`config.mk`:
```
export PLATFORM = sky130hd
export DESIGN_NAME = vga_fill
export DESIGN_NICKNAME = d
export VERILOG_FILES = /design/src/rtl/vga_pkg.sv /design/src/rtl/vga_fb_arb.sv /design/src/rtl/vga_fill.sv
export SDC_FILE = /design/constraint.sdc
export NUM_CORES = 1
export LEC_CHECK = 0
export BUFFER_PORTS_ARGS = -buffer_cell sky130_fd_sc_hd__buf_2
export CORE_MARGIN = 2
export CORE_UTILIZATION = 57
export CTS_CLUSTER_DIAMETER = 150
export CTS_CLUSTER_SIZE = 16
export DETAILED_ROUTE_END_ITERATION = 12
export PLACE_DENSITY = 0.85
export SLEW_MARGIN = 10
export SYNTH_ARGS = -nofsm -noshare
export SYNTH_HDL_FRONTEND = slang
export SYNTH_SLANG_ARGS = --single-unit
```
`constraint.sdc`:
```
create_clock -name clk -period 4.61 [get_ports clk]
set_input_delay 0.6915 -clock clk [delete_from_list [all_inputs] [get_ports clk]]
set_output_delay 0.6915 -clock clk [all_outputs]
set_load 0.02 [all_outputs]
```
`src/rtl/vga_pkg.sv`:
```
// Shared framebuffer geometry and fill-engine state encoding.
// The scan-out block uses the same geometry constants.
package vga_pkg;

  localparam int unsigned FB_W_WORDS = 80;
  localparam int unsigned FB_H       = 120;
  localparam int unsigned FB_WORDS   = FB_W_WORDS * FB_H;
  localparam int unsigned ADDR_W     = 15;
  localparam int unsigned DATA_W     = 16;

  typedef enum logic [1:0] {
    IDLE  = 2'd0,
    SETUP = 2'd1,
    FILL  = 2'd2,
    DONE  = 2'd3
  } fill_state_t;

endpackage

```
`src/rtl/vga_fb_arb.sv`:
```
// Fixed-priority (CPU over fill) framebuffer write mux with output register.
// When neither source writes, the write enable drops and addr/data hold.
module vga_fb_arb
  import vga_pkg::*;
(
  input  logic              clk,
  input  logic              rst,
  input  logic              cpu_we,
  input  logic [ADDR_W-1:0] cpu_addr,
  input  logic [DATA_W-1:0] cpu_data,
  input  logic              fill_req,
  input  logic [ADDR_W-1:0] fill_addr,
  input  logic [DATA_W-1:0] fill_data,
  output logic              fill_grant_c,
  output logic [ADDR_W-1:0] fb_addr,
  output logic              fb_we,
  output logic [DATA_W-1:0] fb_data
);

  assign fill_grant_c = fill_req & ~cpu_we;

  always_ff @(posedge clk or posedge rst) begin
    if (rst) begin
      fb_addr <= '0;
      fb_data <= '0;
      fb_we   <= 1'b0;
    end else if (cpu_we) begin
      fb_addr <= cpu_addr;
      fb_data <= cpu_data;
      fb_we   <= 1'b1;
    end else if (fill_req) begin
      fb_addr <= fill_addr;
      fb_data <= fill_data;
      fb_we   <= 1'b1;
    end else begin
      fb_we   <= 1'b0;
    end
  end

endmodule

```
`src/rtl/vga_fill.sv`:
```
// Rectangle-fill engine merged with CPU single-word writes onto the
// framebuffer write port. CPU writes always win; the fill stalls around them.
module vga_fill
  import vga_pkg::*;
(
  input  logic              clk,
  input  logic              rst,
  input  logic [ADDR_W-1:0] cpu_addr,
  input  logic              cpu_we,
  input  logic [DATA_W-1:0] cpu_data,
  input  logic              cmd_valid,
  output logic              cmd_ready,
  input  logic [6:0]        cmd_x,
  input  logic [6:0]        cmd_y,
  input  logic [7:0]        cmd_w,
  input  logic [7:0]        cmd_h,
  input  logic [DATA_W-1:0] cmd_color,
  output logic              busy,
  output logic              done,
  output logic [ADDR_W-1:0] fb_addr,
  output logic              fb_we,
  output logic [DATA_W-1:0] fb_data
);

  fill_state_t       state, state_next;
  logic [6:0]        x_q, y_q, col, row, x_end, y_end;
  logic [7:0]        w_q, h_q;
  logic [DATA_W-1:0] color;
  logic [ADDR_W-1:0] row_base;

  logic              accept_c, empty_c, last_col_c, last_row_c;
  logic              fill_req_c, fill_grant_c;
  logic [ADDR_W-1:0] fill_addr_c, row_base_c;
  logic [8:0]        x_sum_c, y_sum_c;
  logic [6:0]        x_end_c, y_end_c;

  // Clip computations, evaluated while in SETUP from the latched command.
  always_comb begin
    x_sum_c    = 9'(x_q) + 9'(w_q);
    y_sum_c    = 9'(y_q) + 9'(h_q);
    x_end_c    = (x_sum_c > 9'(FB_W_WORDS)) ? 7'(FB_W_WORDS) : 7'(x_sum_c);
    y_end_c    = (y_sum_c > 9'(FB_H)) ? 7'(FB_H) : 7'(y_sum_c);
    row_base_c = ADDR_W'({y_q, 6'b0}) + ADDR_W'({y_q, 4'b0});
    empty_c    = (w_q == 8'd0) || (h_q == 8'd0) ||
                 (x_q >= 7'(FB_W_WORDS)) || (y_q >= 7'(FB_H));
    last_col_c = (col == x_end - 7'd1);
    last_row_c = (row == y_end - 7'd1);
    accept_c   = cmd_valid & cmd_ready;
  end

  always_ff @(posedge clk or posedge rst) begin
    if (rst) state <= IDLE;
    else     state <= state_next;
  end

  always_comb begin
    state_next = state;
    case (state)
      IDLE:    if (accept_c) state_next = SETUP;
      SETUP:   state_next = empty_c ? DONE : FILL;
      FILL:    if (fill_grant_c && last_col_c && last_row_c) state_next = DONE;
      DONE:    state_next = IDLE;
      default: state_next = IDLE;
    endcase
  end

  always_comb begin
    fill_req_c  = 1'b0;
    fill_addr_c = row_base + ADDR_W'(col);
    if (state == FILL) fill_req_c = 1'b1;
  end

  // Command latch and raster counters; counters hold while the CPU owns the port.
  always_ff @(posedge clk or posedge rst) begin
    if (rst) begin
      x_q      <= '0;
      y_q      <= '0;
      w_q      <= '0;
      h_q      <= '0;
      color    <= '0;
      col      <= '0;
      row      <= '0;
      x_end    <= '0;
      y_end    <= '0;
      row_base <= '0;
    end else begin
      case (state)
        IDLE: if (accept_c) begin
          x_q   <= cmd_x;
          y_q   <= cmd_y;
          w_q   <= cmd_w;
          h_q   <= cmd_h;
          color <= cmd_color;
        end
        SETUP: begin
          col      <= x_q;
          row      <= y_q;
          x_end    <= x_end_c;
          y_end    <= y_end_c;
          row_base <= row_base_c;
        end
        FILL: if (fill_grant_c) begin
          if (last_col_c) begin
            col      <= x_q;
            row      <= row + 7'd1;
            row_base <= row_base + ADDR_W'(FB_W_WORDS);
          end else begin
            col      <= col + 7'd1;
          end
        end
        default: ;
      endcase
    end
  end

  // Status outputs registered from the next state so they align with it.
  always_ff @(posedge clk or posedge rst) begin
    if (rst) begin
      busy      <= 1'b0;
      done      <= 1'b0;
      cmd_ready <= 1'b1;
    end else begin
      busy      <= (state_next != IDLE);
      done      <= (state_next == DONE);
      cmd_ready <= (state_next == IDLE);
    end
  end

  vga_fb_arb u_arb (
    .clk          (clk),
    .rst          (rst),
    .cpu_we       (cpu_we),
    .cpu_addr     (cpu_addr),
    .cpu_data     (cpu_data),
    .fill_req     (fill_req_c),
    .fill_addr    (fill_addr_c),
    .fill_data    (color),
    .fill_grant_c (fill_grant_c),
    .fb_addr      (fb_addr),
    .fb_we        (fb_we),
    .fb_data      (fb_data)
  );

endmodule
```
==> flow_summary.yaml, run 1 <==
synth:
  synth_edf_count: 0
  yosysSeqAreaShare: 0.437
  synth_top_area_cell: "dfrtp_1"
  synth_top_family_by_area: "compound AO/OA/AOI/OAI gates"
  syn_area_mm2: 0.00699
  syn_avg_cell_area_um2: 9.97
  ys.flop_type: "dfrtp_1"
  synthSimpleGateAreaFrac: 0.137
  synthCells: 701
  synth.mux.area_fraction: 0.107
  synth_xor_xnor_area_share: 0.0483
  syn_nets: 816
  async_flop_share: 1.00
  ys_warn_count: 0
  synth_fa_ha_area_frac: 0.0641
  synth_top_area_frac: 0.433
  synth_seq_cells: 122
  synth-compound-area-share: 0.172
  synth_area_leaders: "dfrtp_1 (43%), mux2_2 (7.4%), ha_1 (5.5%), nand2_1 (3.9%), o21ai_0 (3.8%)"
  synthDistinctLibCells: 70
global_routing:
  antenna_found_initial: 0
  grt_usage: 0.286
  gr-usage-met1: 0.366
  grt_pass1_vias: 6038
  use_met2: 0.488
  grt_pass1_wl_um: 29600
  grt_overflow: 0
  gr-usage-met3: 0.0575
  busiest_layer: "met2"
  grt_max_degree: 92
timing:
  period_minus_slack_ps: 3560
  worst_pin_slew_ps: 1160
  relSlewSlack: 0.226
  timing.setup.tns_ps: 0
  final_max_slew_viol_count: 0
  final_hold_viol_count: 0
  skew_ps: 6.72
  layout_worst_path_cycle_share: 0.772
  fmax_mhz: 281
  finalSetupViolations: 0
  setup_ws_ps: 1050
  rsz0062_at_grt: "false"
setup_path:
  cp_slowest_stage_delay_ps: 580
  required_ps: 4960
  setup.worst_path.end_class: "register"
  path_max_fanout: 16
  crit_path_cell_trace: "inv_1, ha_1, inv_1, nor2_2, nor2_1, nor2_1, nand2_4, or4_1, a21oi_1"
  crit_family: "simple AND/OR/NAND/NOR gates"
  crit_path_start_kind: "register"
  crit_slowest_cell: "nor2_1"
  crit_buf_inv: 2
  critical_path_class: "reg2reg"
  crit_arrival_ps: 3910
clocking:
  clockBufferDepth: 2
  cts.hold.buffers_added: 0
  cts_tree: "done"
  cts.sinks: 122
  post-cts-setup-buffers: 0
  cts-resized-gates: 0
  ctsRootBufferMaster: "clkbuf_16"
  htree_levels: 4
  cts_buffers: 17
  clock_latency_ps: 420
  clk_pin_slew_ps: 60
cells_and_area:
  layout.nets: 921
  postLayoutCoreUtil: 0.688
  diodes: 0
  seqCellArea_mm2: 0.00305
  fill_cells: 895
  postLayoutCellArea_mm2: 0.00827
  finalNonFillerCells: 966
  layout-drive-gt1-share: 0.255
  multi_input_area_mm2: 0.00370
  area_delta_synth_final_pct: 18.3
placed_design:
  port_buffers: 115
  placed_cell_area_mm2: 0.00766
  dpl.cell_count: 934
  gp_congestion: 0.944
  dp_slack_ps: 1130
  dp_hpwl_um: 12300
floorplanning:
  die_w_um: 115
  io_pins: 116
  initial_core_util: 0.582
  row_count: 40
  coreArea_mm2: 0.0120
  die_h_um: 115
  die_area_mm2: 0.0132
min_path:
  min_path_type: "in2async"
route:
  vias: 5962
  ant_nets: 0
  drc_errors: 0
  vias_per_cell: 6.17
  drt_first_iter_violations: 552
  wire_per_inst_um: 18.5
  dr.pass1.iters: 6
  wirelength_um: 17900
run_status:
  outcome: "complete, no violations"
power:
  max-vdd-ir-drop_mv: 0.539
  leakagePower_nw: 3.77
  power_density_mw_per_mm2: 809
job:
  cap_violations: 0
==> per-stage QoR <==
stage          total power, mW  hold WS, ps
2_1_floorplan             4.39          479
4_1_cts                   6.65          472
3_3_place_gp              5.05          487
5_1_grt                   7.11          494
3_5_place_dp              5.22          494
6_report                  6.69          432
==> Yosys cell counts (all sizes together), types with 3 or more instances <==
library cell / count
dfrtp: 121
nand2: 74
o21ai: 53
mux2: 46
nor2: 44
ha: 31
inv: 31
clkbuf: 29
xnor2: 27
a21oi: 23
mux2i: 23
nor3: 17
nand3: 13
a31oi: 12
o211ai: 11
o22ai: 10
a21o: 9
xor2: 9
nor4: 8
and3: 6
nor2b: 6
o22a: 6
o21a: 5
a311oi: 4
and2: 4
buf: 4
nand2b: 4
nand4: 4
o221ai: 4
a211o: 3
a211oi: 3
a221o: 3
a22oi: 3
fa: 3
nand3b: 3
o32a: 3
or4: 3
==> layout make-up <==
class	instances	share of cell area
clock buffers	20	0.0552
clock inverters	12	0.0179
inverters	32	0.0151
multi-input cells	514	0.447
flip-flops and latches	122	0.369
well taps	147	0.0222
repair buffers	119	0.0732
==> power by group <==
group / total, mW / leakage (nW) / switching [mW] / internal, mW
logic: 3.25 / 1.99 / 1.82 / 1.43
clock network: 1.37 / 0.296 / 0.493 / 0.874
registers: 2.08 / 1.48 / 0.544 / 1.53
==> sequential cells by signal, indices dropped and copies added, names as in the netlist, 2 cells and up <==
| register | count |
|---|---|
| w_q | 8 |
| u_arb.fb_addr | 15 |
| y_q | 7 |
| u_arb.fb_data | 16 |
| row | 7 |
| x_end | 7 |
| color | 16 |
| col | 7 |
| x_q | 7 |
| h_q | 8 |
| state | 2 |
| row_base | 11 |
| y_end | 7 |
==> per-layer routing <==
layer,share of wire,vias to the layer above
met1,0.42,2918
met3,0.055,42
li1,-,2763
met2,0.50,239
met4,0.026,0
met5,0,-
==> worst paths after layout <==
kind,startpoint,cells after the start,slack [ps],to
max in group asynchronous,rst,3,3240,u_arb.fb_data[15]
worst min register to register,color[7],1,510,color[7]
min in group clk,cpu_addr[7],3,480,u_arb.fb_addr[7]
worst max register to register,state[1],9,1050,row_base[14]
worst max-delay path,state[1],9,1050,row_base[14]
worst min-delay path,rst,2,430,y_q[0]
==> cells in the final DEF (no fill, tap or decap), types with 5 or more instances in the layout <==
cell / instances
nor3_1: 16
a31oi_1: 12
nor4_1: 8
xnor2_1: 27
dfrtp_1: 121
nor2_1: 43
nor2b_1: 6
o21a_1: 5
o211ai_1: 11
ha_1: 30
clkbuf_16: 17
mux2i_1: 23
o22a_1: 6
a21o_1: 9
clkinv_2: 5
nand2_1: 73
o21ai_0: 53
mux2_2: 46
inv_1: 30
xor2_1: 9
and3_1: 6
o22ai_1: 10
nand3_1: 12
a21oi_1: 23
buf_2: 115
==> logic make-up (layout without fill, tap and decap cells) <==
logic type	Yosys count	in the layout
flip-flops	122	122
XOR/XNOR	37	37
adder cells (fa/ha/maj)	34	34
buffers and inverters	65	183
AND/OR/NAND/NOR	197	197
multiplexers	69	69
AO/OA/AOI/OAI	177	177
Power figures use the tool's default switching activity.
==> run 2, diff against run 1 <==
clock period = 3.5 ns   (was 4.61 ns; I/O delays follow)
==> run 2 against run 1 <==
Net effect:
- power increased by 35%
- maximum frequency increased by 23%
- largest cell class unchanged
- clock power increased by 45%
- worst setup slack got worse by 450 ps
- clock skew about the same
- critical path depth increased by 1
- sequential share of layout area decreased by 0.64 points
- wire length decreased by 0.35%
- combinational power increased by 34%
- non-clock buffer count increased by 10
==> flow_summary.yaml, run 2 (synthesized netlist as in run 1, its figures left out) <==
timing:
  fmax_mhz: 345
  timing.setup.tns_ps: 0
  finalSetupViolations: 0
  worst_pin_slew_ps: 1050
  final_max_slew_viol_count: 0
  rsz0062_at_grt: "false"
  final_hold_viol_count: 0
  skew_ps: 6.45
  relSlewSlack: 0.298
  layout_worst_path_cycle_share: 0.828
  period_minus_slack_ps: 2900
setup_path:
  crit_buf_inv: 2
  r2r_slack_ps: 600
  setup.worst_path.end_class: "register"
  crit_path_cell_trace: "inv_1, ha_1, xnor3_1, and3_1, o21ai_0, a2111oi_4, buf_4, a21oi_1, nor2_1, a221o_1"
  r2r_cells: 10
  r2r_start: "x_end[0]"
  cp_slowest_stage_delay_ps: 400
  crit_family: "compound AO/OA/AOI/OAI gates"
  crit_slowest_cell: "dfrtp_1"
  critical_path_class: "reg2reg"
  required_ps: 3810
  crit_arrival_ps: 3200
  timing.rr.end: "col[5]"
  path_max_fanout: 16
  crit_path_start_kind: "register"
floorplanning:
  coreArea_mm2: 0.0120
  io_pins: 116
  row_count: 40
  die_area_mm2: 0.0132
  initial_core_util: 0.582
  die_w_um: 115
  die_h_um: 115
placed_design:
  gp_congestion: 0.921
  dpl.cell_count: 944
  port_buffers: 115
  dp_hpwl_um: 12700
power:
  max-vdd-ir-drop_mv: 0.692
  p_seq_frac: 0.301
  leakagePower_nw: 3.83
  switching_share: 0.415
  switching_power_mw: 3.75
  combPwrFrac: 0.481
  power_density_mw_per_mm2: 1080
  p_total_mw: 9.05
  pwr-share-clk: 0.218
  internal_power_mw: 5.30
global_routing:
  grt_pass1_wl_um: 29400
  grt_max_degree: 65
  grt_usage: 0.284
  grt_pass1_vias: 6054
  grt_overflow: 0
  antenna_found_initial: 0
clocking:
  clockBufferDepth: 2
  cts-resized-gates: 0
  cts_buffers: 17
  htree_levels: 4
  cts.sinks: 122
  post-cts-setup-buffers: 0
  clock_latency_ps: 420
  ctsRootBufferMaster: "clkbuf_16"
  cts_tree: "done"
  cts.hold.buffers_added: 0
  clk_pin_slew_ps: 60
route:
  wire_per_inst_um: 18.3
  drc_errors: 0
  ant_nets: 0
  vias: 5911
  wirelength_um: 17900
  drt_first_iter_violations: 353
  vias_per_cell: 6.06
  dr.pass1.iters: 5
run_status:
  outcome: "complete, no violations"
cells_and_area:
  diodes: 0
  layout_commonest_cell: "dfrtp_1"
  final_cell_mix: "dfrtp_1 (121), buf_2 (115), nand2_1 (73), o21ai_0 (53), mux2_2 (46)"
  area_delta_synth_final_pct: 20.4
  layout-drive-gt1-share: 0.263
  layout.nets: 931
  finalNonFillerCells: 975
  top_regs: "color x16, u_arb.fb_data x16, u_arb.fb_addr x15"
job:
  cap_violations: 0
min_path:
  min_path_type: "in2async"
## run 2: power by group through the flow
stage / combinational, mW / clock (mW) / sequential (mW)
global route: 4.78 / 2.07 / 2.80
finish: 4.35 / 1.98 / 2.72
detailed placement: 4.24 / 0 / 2.72
floorplan: 3.20 / 0 / 2.58
global placement: 4.09 / 0 / 2.68
CTS: 4.30 / 1.99 / 2.70
## run 2: cell type report
type                    instances  area (um2)
clock buffers                  19         443
clock inverters                12         221
fillers                       849        3600
inverters                      32         124
multi-input cells             514        3700
flip-flops and latches        122        3050
well taps                     147         184
repair buffers                129         693
## run 2: through the flow
step	hold WS, ps	utilization	area [um2]	setup WS [ps]
after global placement	487	0.645	7750	767
after global routing	216	0.701	8420	427
after floorplan	479	-	7000	943
after detailed placement	496	0.645	7750	681
final	177	0.701	8420	604
after CTS	186	0.701	8420	686
## run 2: worst max path at each step
stage                         to     start  depth (start not counted)
floorplan           row_base[14]  state[1]                         10
global placement          col[6]  x_end[0]                         10
global route           cmd_ready  x_end[0]                         10
detailed placement     cmd_ready  x_end[0]                         10
CTS                       col[5]  x_end[0]                         10
finish                    col[5]  x_end[0]                         10
## run 2: routing by layer
| metal | track usage | share of wire | wire (um) | vias up |
|---|---|---|---|---|
| met5 | 0 | 0 | 0 | - |
| met4 | 0.121 | 0.025 | 443 | 0 |
| met3 | 0.0722 | 0.061 | 1080 | 39 |
| met2 | 0.457 | 0.49 | 8700 | 225 |
| met1 | 0.369 | 0.43 | 7630 | 2854 |
| li1 | - | - | - | 2793 |
## run 2: worst register-to-register path, cell delays in order (launching register included)
cell and delay, ps:
dfrtp_1 400, inv_1 130, ha_1 270, xnor3_1 230
and3_1 180, o21ai_0 300, a2111oi_4 120, buf_4 210
a21oi_1 380, nor2_1 220, a221o_1 340
==> run 3, diff against run 2 <==
clock period = 2.95 ns   (was 3.5 ns; I/O delays follow)
==> run 3 against run 2 <==
Net effect:
- utilization is 0.13 points lower
- sequential power rose by 19%
- hold slack improved by 25 ps
- clock skew rose by 1.9 ps
- maximum frequency increased by 6.0%
- register-to-register slack got worse by 390 ps
- non-clock buffer count stayed put
- clock power grew 9%
- critical path depth unchanged
==> flow_summary.yaml, run 3 (synthesized netlist as in run 1, its figures left out) <==
run_status:
  outcome: "complete, no violations"
placed_design:
  port_buffers: 115
  gp_congestion: 0.905
  placed_cell_area_mm2: 0.00776
  dp_hpwl_um: 12300
route:
  dr.pass1.iters: 7
  vias_per_cell: 6.07
  wire_per_inst_um: 18.1
  drc_errors: 0
  drt_first_iter_violations: 391
  wirelength_um: 17700
  ant_nets: 0
  vias: 5924
clocking:
  cts.sinks: 122
  clockBufferDepth: 2
  ctsRootBufferMaster: "clkbuf_16"
  htree_levels: 4
  cts_buffers: 17
  clock_latency_ps: 420
  clk_pin_slew_ps: 60
  cts_tree: "done"
  post-cts-setup-buffers: 0
  cts.hold.buffers_added: 0
timing:
  skew_ps: 8.32
  fmax_mhz: 366
  final_hold_viol_count: 0
  rsz0062_at_grt: "false"
  finalSetupViolations: 0
  layout_worst_path_cycle_share: 0.927
  relSlewSlack: 0.565
  timing.setup.tns_ps: 0
  final_max_slew_viol_count: 0
  worst_pin_slew_ps: 652
  period_minus_slack_ps: 2730
floorplanning:
  die_w_um: 115
  io_pins: 116
  die_area_mm2: 0.0132
  row_count: 40
  coreArea_mm2: 0.0120
  initial_core_util: 0.582
  die_h_um: 115
power:
  pwr-share-clk: 0.203
  max-vdd-ir-drop_mv: 0.918
  power_density_mw_per_mm2: 1260
  combPwrFrac: 0.492
  leakagePower_nw: 3.82
  internal_power_mw: 6.05
  p_seq_frac: 0.305
  switching_share: 0.429
  switching_power_mw: 4.55
global_routing:
  antenna_found_initial: 0
  grt_max_degree: 123
  grt_pass1_vias: 5948
  grt_usage: 0.279
  grt_pass1_wl_um: 28900
  grt_overflow: 0
cells_and_area:
  layout.nets: 931
  postLayoutCellArea_mm2: 0.00840
  layout-drive-gt1-share: 0.269
  fill_cells: 876
  layout_commonest_cell: "dfrtp_1"
  final_cell_mix: "dfrtp_1 (121), buf_2 (115), nand2_1 (73), o21ai_0 (53), mux2_2 (46)"
  diodes: 0
  top_regs: "color x16, u_arb.fb_data x16, u_arb.fb_addr x15"
  multi_input_area_mm2: 0.00371
  seqCellArea_mm2: 0.00305
  area_delta_synth_final_pct: 20.2
setup_path:
  cp.depth: 10
  crit_slowest_cell: "dfrtp_1"
  setup.worst_path.end_class: "register"
  crit_buf_inv: 2
  r2r_slack_ps: 220
  timing.rr.end: "cmd_ready"
  cp_slowest_stage_delay_ps: 380
  r2r_start: "x_end[0]"
  cp-startpoint: "x_end[0]"
  required_ps: 3300
  cp-endpoint: "cmd_ready"
  crit_path_start_kind: "register"
  r2r_cells: 10
  crit_path_cell_trace: "inv_1, ha_1, xnor3_1, and3_1, o21ai_0, a2111oi_4, buf_4, and2_1, a41oi_2, nor2b_1"
  critical_path_class: "reg2reg"
  path_max_fanout: 12
  crit_family: "compound AO/OA/AOI/OAI gates"
  crit_arrival_ps: 3080
job:
  cap_violations: 0
min_path:
  min_path_type: "in2async"
## run 3: cell types whose count changed in the layout (fill, tap and decap cells not counted), sizes merged
cell      change
bufinv        -3
inv           +3
clkbuf        -2
clkinvlp      -1
clkinv        +4
## run 3: through the flow
step           std cells  worst slack [ps]  total power, mW  hold slack (ps)   util
4_1_cts              976               147             10.5              221  0.698
5_1_grt              976              11.9             11.3              233  0.699
3_5_place_dp         944               187             8.25              491  0.646
3_3_place_gp         944               269             8.02              486  0.646
2_1_floorplan        701               393             6.85              479      -
6_report             976               216             10.6              202  0.699
## run 3: worst min-delay path by stage
stage / start / slack [ps] / end / cells after the start
6_report: rst / 200 / y_q[2] / 3
5_1_grt: cpu_data[7] / 230 / u_arb.fb_data[7] / 3
4_1_cts: cpu_data[3] / 220 / u_arb.fb_data[3] / 3
3_5_place_dp: u_arb.fb_addr[12] / 490 / u_arb.fb_addr[12] / 2
3_3_place_gp: color[4] / 490 / color[4] / 1
2_1_floorplan: color[0] / 480 / color[0] / 1
## run 3: area by class of cell
cell class              count  share of cell area
clock buffers              17              0.0506
multi-input cells         514               0.442
flip-flops and latches    122               0.364
repair buffers            129              0.0840
inverters                  32              0.0147
well taps                 147              0.0219
clock inverters            15              0.0229
## run 3: worst reg2reg max path: cells and delay by family, from the launching register on
family	cells	cell delay, ps
AND/OR/NAND/NOR	3	700
AO/OA/AOI/OAI	3	740
adder cells (fa/ha/maj)	1	280
buffers and inverters	2	350
XOR/XNOR	1	210
flip-flops	1	380
## run 3: routing by layer
layer  global-route usage  vias to the layer above  share of wire
li1                     -                     2790              -
met1                0.356                     2928           0.43
met2                0.472                      179           0.51
met3               0.0464                       27          0.040
met4                0.125                        0          0.022
met5                    0                        -              0
## run 3: repair_timing
action                     4_1_cts  5_1_grt
hold endpoints to repair         0        0
setup endpoints to repair        0        7
gates resized for setup          0        3
## run 3: power by group through the flow
stage	clock, mW	sequential, mW	combinational [mW]
final	2.15	3.23	5.21
after global routing	2.26	3.31	5.73
after CTS	2.17	3.20	5.11
after detailed placement	0	3.22	5.03
after global placement	0	3.17	4.85
after floorplan	0	3.06	3.79
